## src/rtl/tlcd_receiver.sv

```systemverilog
// tlcd_receiver
// Panel-side responder for an HD44780-style character LCD write bus.
// The bus pins are oversampled on CLK through a synchronizer. Each falling edge
// of E is one transaction, which is decoded as an instruction or a data write.
// A 2x16 DDRAM image is exported as two packed 128-bit line buffers.

module tlcd_receiver #(
    parameter int SYNC_STAGES  = 2,
    parameter int EXEC_CYCLES  = 8,
    parameter int CLEAR_CYCLES = 80
) (
    input  logic         CLK,
    input  logic         RESETN,
    input  logic         TLCD_E,
    input  logic         TLCD_RS,
    input  logic         TLCD_RW,
    input  logic [7:0]   TLCD_DATA,
    output logic [127:0] TEXT_UPPER,
    output logic [127:0] TEXT_LOWER,
    output logic         DISP_ON,
    output logic [6:0]   CURSOR_ADDR,
    output logic         BUSY,
    output logic         CMD_VALID,
    output logic         PROTO_ERR
);

    localparam int CNT_MAX = (CLEAR_CYCLES > EXEC_CYCLES) ? CLEAR_CYCLES : EXEC_CYCLES;
    localparam int CNT_W   = $clog2(CNT_MAX + 1);
    localparam logic [127:0] BLANK_LINE = {16{8'h20}};

    typedef enum logic {IDLE, EXEC} state_t;

    // Bus bundle packing: {E, RS, RW, DATA[7:0]}
    logic [10:0] sync_q [SYNC_STAGES];
    logic [10:0] prev_q;

    state_t             state_q, state_d;
    logic [CNT_W-1:0]   cnt_q, cnt_d;
    logic [127:0]       upper_q, upper_d;
    logic [127:0]       lower_q, lower_d;
    logic               disp_q, disp_d;
    logic [6:0]         addr_q, addr_d;
    logic               incr_q, incr_d;
    logic               shift_q, shift_d;
    logic               cmd_valid_q, cmd_valid_d;
    logic               proto_err_q, proto_err_d;

    logic               fall;
    logic               bus_rs;
    logic               bus_rw;
    logic [7:0]         bus_data;
    logic [6:0]         col_base;

    // Address counter step with the two-line DDRAM wrap (0x27<->0x40, 0x67<->0x00)
    function automatic logic [6:0] addr_inc(input logic [6:0] a);
        if (a == 7'h27)      return 7'h40;
        else if (a == 7'h67) return 7'h00;
        else                 return a + 7'd1;
    endfunction

    function automatic logic [6:0] addr_dec(input logic [6:0] a);
        if (a == 7'h00)      return 7'h67;
        else if (a == 7'h40) return 7'h27;
        else                 return a - 7'd1;
    endfunction

    // Synchronize the bus pins; prev_q keeps the previous synchronized sample
    always_ff @(posedge CLK or negedge RESETN) begin
        if (!RESETN) begin
            for (int i = 0; i < SYNC_STAGES; i++) sync_q[i] <= '0;
            prev_q <= '0;
        end else begin
            sync_q[0] <= {TLCD_E, TLCD_RS, TLCD_RW, TLCD_DATA};
            for (int i = 1; i < SYNC_STAGES; i++) sync_q[i] <= sync_q[i-1];
            prev_q <= sync_q[SYNC_STAGES-1];
        end
    end

    // RS/RW/DATA come from the last sample that still had E high
    assign fall     = prev_q[10] & ~sync_q[SYNC_STAGES-1][10];
    assign bus_rs   = prev_q[9];
    assign bus_rw   = prev_q[8];
    assign bus_data = prev_q[7:0];

    // Next-state logic: busy countdown, strobe acceptance and command decode
    always_comb begin
        state_d     = state_q;
        cnt_d       = cnt_q;
        upper_d     = upper_q;
        lower_d     = lower_q;
        disp_d      = disp_q;
        addr_d      = addr_q;
        incr_d      = incr_q;
        shift_d     = shift_q;
        cmd_valid_d = 1'b0;
        proto_err_d = 1'b0;
        col_base    = {~addr_q[3:0], 3'b000};

        case (state_q)
            EXEC: begin
                if (cnt_q <= CNT_W'(1)) state_d = IDLE;
                else                    cnt_d   = cnt_q - CNT_W'(1);
                if (fall) proto_err_d = 1'b1;
            end
            default: begin
                if (fall) begin
                    if (bus_rw || (!bus_rs && bus_data[7] && (bus_data[5:0] >= 6'h28))) begin
                        proto_err_d = 1'b1;
                    end else begin
                        cmd_valid_d = 1'b1;
                        state_d     = EXEC;
                        cnt_d       = CNT_W'(EXEC_CYCLES);
                        if (bus_rs) begin
                            if (addr_q[5:4] == 2'b00) begin
                                if (addr_q[6]) lower_d[col_base +: 8] = bus_data;
                                else           upper_d[col_base +: 8] = bus_data;
                            end
                            addr_d = incr_q ? addr_inc(addr_q) : addr_dec(addr_q);
                        end else begin
                            casez (bus_data)
                                8'b1???????: addr_d = bus_data[6:0];
                                8'b0001????: begin
                                    if (!bus_data[3])
                                        addr_d = bus_data[2] ? addr_inc(addr_q) : addr_dec(addr_q);
                                end
                                8'b00001???: disp_d = bus_data[2];
                                8'b000001??: begin
                                    incr_d  = bus_data[1];
                                    shift_d = bus_data[0];
                                end
                                8'b0000001?: begin
                                    addr_d = 7'h00;
                                    cnt_d  = CNT_W'(CLEAR_CYCLES);
                                end
                                8'b00000001: begin
                                    upper_d = BLANK_LINE;
                                    lower_d = BLANK_LINE;
                                    addr_d  = 7'h00;
                                    incr_d  = 1'b1;
                                    cnt_d   = CNT_W'(CLEAR_CYCLES);
                                end
                                default: ;
                            endcase
                        end
                    end
                end
            end
        endcase
    end

    // State register for the FSM and the display image
    always_ff @(posedge CLK or negedge RESETN) begin
        if (!RESETN) begin
            state_q     <= IDLE;
            cnt_q       <= '0;
            upper_q     <= BLANK_LINE;
            lower_q     <= BLANK_LINE;
            disp_q      <= 1'b0;
            addr_q      <= 7'h00;
            incr_q      <= 1'b1;
            shift_q     <= 1'b0;
            cmd_valid_q <= 1'b0;
            proto_err_q <= 1'b0;
        end else begin
            state_q     <= state_d;
            cnt_q       <= cnt_d;
            upper_q     <= upper_d;
            lower_q     <= lower_d;
            disp_q      <= disp_d;
            addr_q      <= addr_d;
            incr_q      <= incr_d;
            shift_q     <= shift_d;
            cmd_valid_q <= cmd_valid_d;
            proto_err_q <= proto_err_d;
        end
    end

    assign TEXT_UPPER  = upper_q;
    assign TEXT_LOWER  = lower_q;
    assign DISP_ON     = disp_q;
    assign CURSOR_ADDR = addr_q;
    assign BUSY        = (state_q == EXEC);
    assign CMD_VALID   = cmd_valid_q;
    assign PROTO_ERR   = proto_err_q;

endmodule
```

## config.mk

```make
export PLATFORM = sky130hd
export DESIGN_NAME = tlcd_receiver
export DESIGN_NICKNAME = d
export VERILOG_FILES = /design/src/rtl/tlcd_receiver.sv
export SDC_FILE = /design/constraint.sdc
export NUM_CORES = 1
export LEC_CHECK = 0
export CAP_MARGIN = 20
export CORE_AREA = 2 2 179 146
export CTS_CLUSTER_DIAMETER = 100
export DETAILED_ROUTE_END_ITERATION = 6
export DIE_AREA = 0 0 181 148
export GPL_TIMING_DRIVEN = 1
export PLACE_DENSITY = 0.8
export SETUP_SLACK_MARGIN = 0.15
export SLEW_MARGIN = 20
export SYNTH_ARGS = -nofsm -noshare
export SYNTH_HDL_FRONTEND = slang
export SYNTH_SLANG_ARGS = --single-unit
```

## constraint.sdc

```tcl
create_clock -name CLK -period 3.1 [get_ports CLK]
set_input_delay 0.31 -clock CLK [delete_from_list [all_inputs] [get_ports CLK]]
set_output_delay 0.31 -clock CLK [all_outputs]
set_load 0.01 [all_outputs]
```

==> flow_metrics.env <==
export IMPL_netlist_area_mm2=0.01263
export IMPL_fin_area_mm2=0.01692
export IMPL_fin_worst_skew_ns=0.007900
export IMPL_ys_types=71
export IMPL_dominantRegCellSynth="dfrtp_1"
export IMPL_dpl_instance_area_mm2=0.01591
export IMPL_final_antenna_net_count=0
export IMPL_final_util=0.6771
export IMPL_worst_slew_pin_slew_ns=1.112
export IMPL_area_delta_synth_final_pct=33.97
export IMPL_worstPathRequired_ns=3.60
export IMPL_critPathCapture="TEXT_LOWER[7]"
export IMPL_fmax_mhz=347.2
export IMPL_path_depth=6
export IMPL_yosys_area_top_type="dfrtp_1"
export IMPL_drt_initial_drc_count=1000
export IMPL_clkSinkCount=308
export IMPL_powerDensity_mw_per_mm2=646.0
export IMPL_rr_startpoint="BUSY"
export IMPL_cp_max_fo=14
export IMPL_clock_path_buffers=3
export IMPL_port_buffers=279
export IMPL_rows=52
export IMPL_ys_warn_count=0
export IMPL_synth_edf_count=0
export IMPL_ir_drop_mv=0.4600
export IMPL_reg2reg_depth=6
export IMPL_setup_violations_final=0
export IMPL_dieWidth_um=181
export IMPL_rsz0062_at_grt="no"
export IMPL_drive_above_1_share=0.1361
export IMPL_rr_endpoint="TEXT_LOWER[7]"
export IMPL_vias=10120
export IMPL_ios=280
export IMPL_synth_seq_cells=308
export IMPL_cp_end_kind="flip-flop"
export IMPL_hold_path_class="in2reg"
export IMPL_cpPeakStageDelay_ns=0.63
export IMPL_top_layer_used="met4"
export IMPL_period_share=0.9290
export IMPL_slowest_stage="or3_1"
export IMPL_yosys_area_top_type_share=0.5450
export IMPL_fp_dieArea_mm2=0.02679
export IMPL_dpl_hpwl_um=26850
export IMPL_routed_wl_um=39390
export IMPL_hold_slack_ns=0.1951
export IMPL_synth_commonest_cells="dfrtp_1 (275), a22o_1 (152), nand2_1 (75)"
export IMPL_synth_nets=1018
export IMPL_drc=0
export IMPL_rrSetupSlack_ns=0.22
export IMPL_cts_buffers=30
export IMPL_fin_crit_ns=2.880
export IMPL_firstDrtPassIters=6
export IMPL_synth_area_leaders="dfrtp_1 (54%), a22o_1 (11%), dfstp_2 (6.9%)"
export IMPL_wl_per_cell_um=24.03
export IMPL_crit_family="simple AND/OR/NAND/NOR gates"
export IMPL_cts_tree="done"
export IMPL_synthMostInstantiatedCell="dfrtp_1"
export IMPL_place_gp_congestion=0.8901
export IMPL_arrival_ns=3.38
export IMPL_grt_pass1_wl_um=61360
export IMPL_crit_path_start_kind="flip-flop"
export IMPL_slew_headroom=0.2526
export IMPL_status="complete, no violations"
export IMPL_syn_inst=999
export IMPL_overflow=0
export IMPL_path_cells="nor4b_1 -> o21ai_2 -> or3_1 -> buf_4 -> nor2_1 -> a22o_1"
export IMPL_critPathBufInv=1
export IMPL_cts_clk_slew_worst_paths_ns=0.07
export IMPL_avgSynthCellArea_um2=12.64
export IMPL_groute_usage_overall=0.2958
export IMPL_root_buffer="clkbuf_16"
export IMPL_final_nets=1310
export IMPL_antenna_found_initial=0
export IMPL_grt_max_degree=88
export IMPL_clock_latency_ns=0.56
export IMPL_grt_pass1_vias=10290
export IMPL_core_area_mm2=0.02498
export IMPL_die_h_um=148
export IMPL_num_antenna_cells=0
export IMPL_htree_levels=1
export IMPL_hold_viol=0
export IMPL_cap_viol_max_count=0
export IMPL_initial_utilization=0.5054
export IMPL_synth_seq_area_share=0.6137
export IMPL_crit_type="reg2reg"
export IMPL_dr_wl_met3_um=4224
export IMPL_total_power_w=0.01093
export IMPL_finalMaxSlewViolations=0
export IMPL_setup_tns_final_ns=0
export IMPL_critPathLaunch="BUSY"
export IMPL_via_per_inst=6.171
export IMPL_wl_met2_um=16880
export IMPL_met1_length_um=17180
export IMPL_power_leakage_nw=7.241
export IMPL_synthArstFlopShare=1.000
[power by group]
group	total (W)	switching [W]	leakage (nW)	internal, W
registers	0.00478	0.000334	4.00	0.00445
logic	0.00254	0.00141	2.75	0.00113
clock network	0.00361	0.00157	0.492	0.00204
total	0.0109	0.00331	7.24	0.00761
[final cells by class]
cell class	count	area (µm²)
Inverter	17	63.81
Multi-Input combinational cell	613	4559
Tap cell	324	405.4
Fill cell	1789	8068
Clock buffer	42	865.8
Timing Repair Buffer	321	3153
Sequential cell	308	7750
Clock inverter	14	118.9
[cells by family after synthesis]
| family | Yosys count | share of synthesized area |
|---|---|---|
| buf+inv | 78 | 0.02765 |
| xor+xnor | 6 | 0.004162 |
| mux | 20 | 0.01744 |
| flops | 308 | 0.6137 |
| simple gates | 227 | 0.1076 |
| fa+ha+maj | 6 | 0.005945 |
| compound gates | 354 | 0.2235 |
[placed cells by master (no fill, tap or decap), types with 5 or more instances in the layout]
cell type	count
a21o_4	5
clkbuf_8	7
nor4_2	8
dfstp_2	33
nor4_4	7
nand3b_1	16
nor2b_1	10
ha_1	6
nor3_1	10
nand3_1	16
a22oi_1	11
a22o_1	152
clkbuf_1	5
a21oi_1	22
dfrtp_1	274
clkdlybuf4s50_1	278
mux2_2	14
o22ai_1	7
xnor2_1	5
o21ai_1	11
nor2_1	25
buf_4	38
nor4b_1	5
and2_1	7
o21ai_0	41
clkinv_2	9
nand2_1	75
o31ai_1	5
or3_1	6
o2bb2ai_1	42
a32o_1	14
nand2b_1	9
clkbuf_16	30
inv_1	17
[state kept, by name, summed over array words and instances, names as in the netlist]
signal       count
PROTO_ERR        1
cnt_q            7
CMD_VALID        1
CURSOR_ADDR      7
incr_q           1
prev_q          11
TEXT_LOWER     128
BUSY             1
sync_q          22
TEXT_UPPER     128
DISP_ON          1
[metal layers]
metal	track usage	vias up
li1	-	4381
met1	0.4415	5083
met2	0.4133	564
met3	0.09313	87
met4	0.09187	0
met5	0	-
[per-stage QoR]
| step | std cells | worst slack, ns |
|---|---|---|
| 2_1_floorplan | 999 | 0.4946 |
| 3_3_place_gp | 1582 | 0.3111 |
| 3_5_place_dp | 1582 | 0.2587 |
| 4_1_cts | 1639 | 0.2597 |
| 5_1_grt | 1639 | 0.1572 |
| 6_report | 1639 | 0.2201 |
[what timing repair did]
item	CTS	global route
hold buffers	1	0
endpoints found under the setup margin	0	13
buffers inserted	0	0
resized for setup	0	2
hold endpoints to repair	73	0
[worst min-delay path by stage]
| stage | from | to | slack (ns) | cells after the start |
|---|---|---|---|---|
| 3_3_place_gp | RESETN | TEXT_UPPER[4] | 0.33 | 1 |
| 2_1_floorplan | RESETN | BUSY | 0.01 | 0 |
| 6_report | TLCD_RW | sync_q[19] | 0.20 | 1 |
| 5_1_grt | TLCD_RW | sync_q[19] | 0.18 | 1 |
| 4_1_cts | TLCD_RW | sync_q[19] | 0.18 | 1 |
| 3_5_place_dp | RESETN | TEXT_UPPER[4] | 0.33 | 1 |
Note: power is estimated with default switching activity, not from simulation.
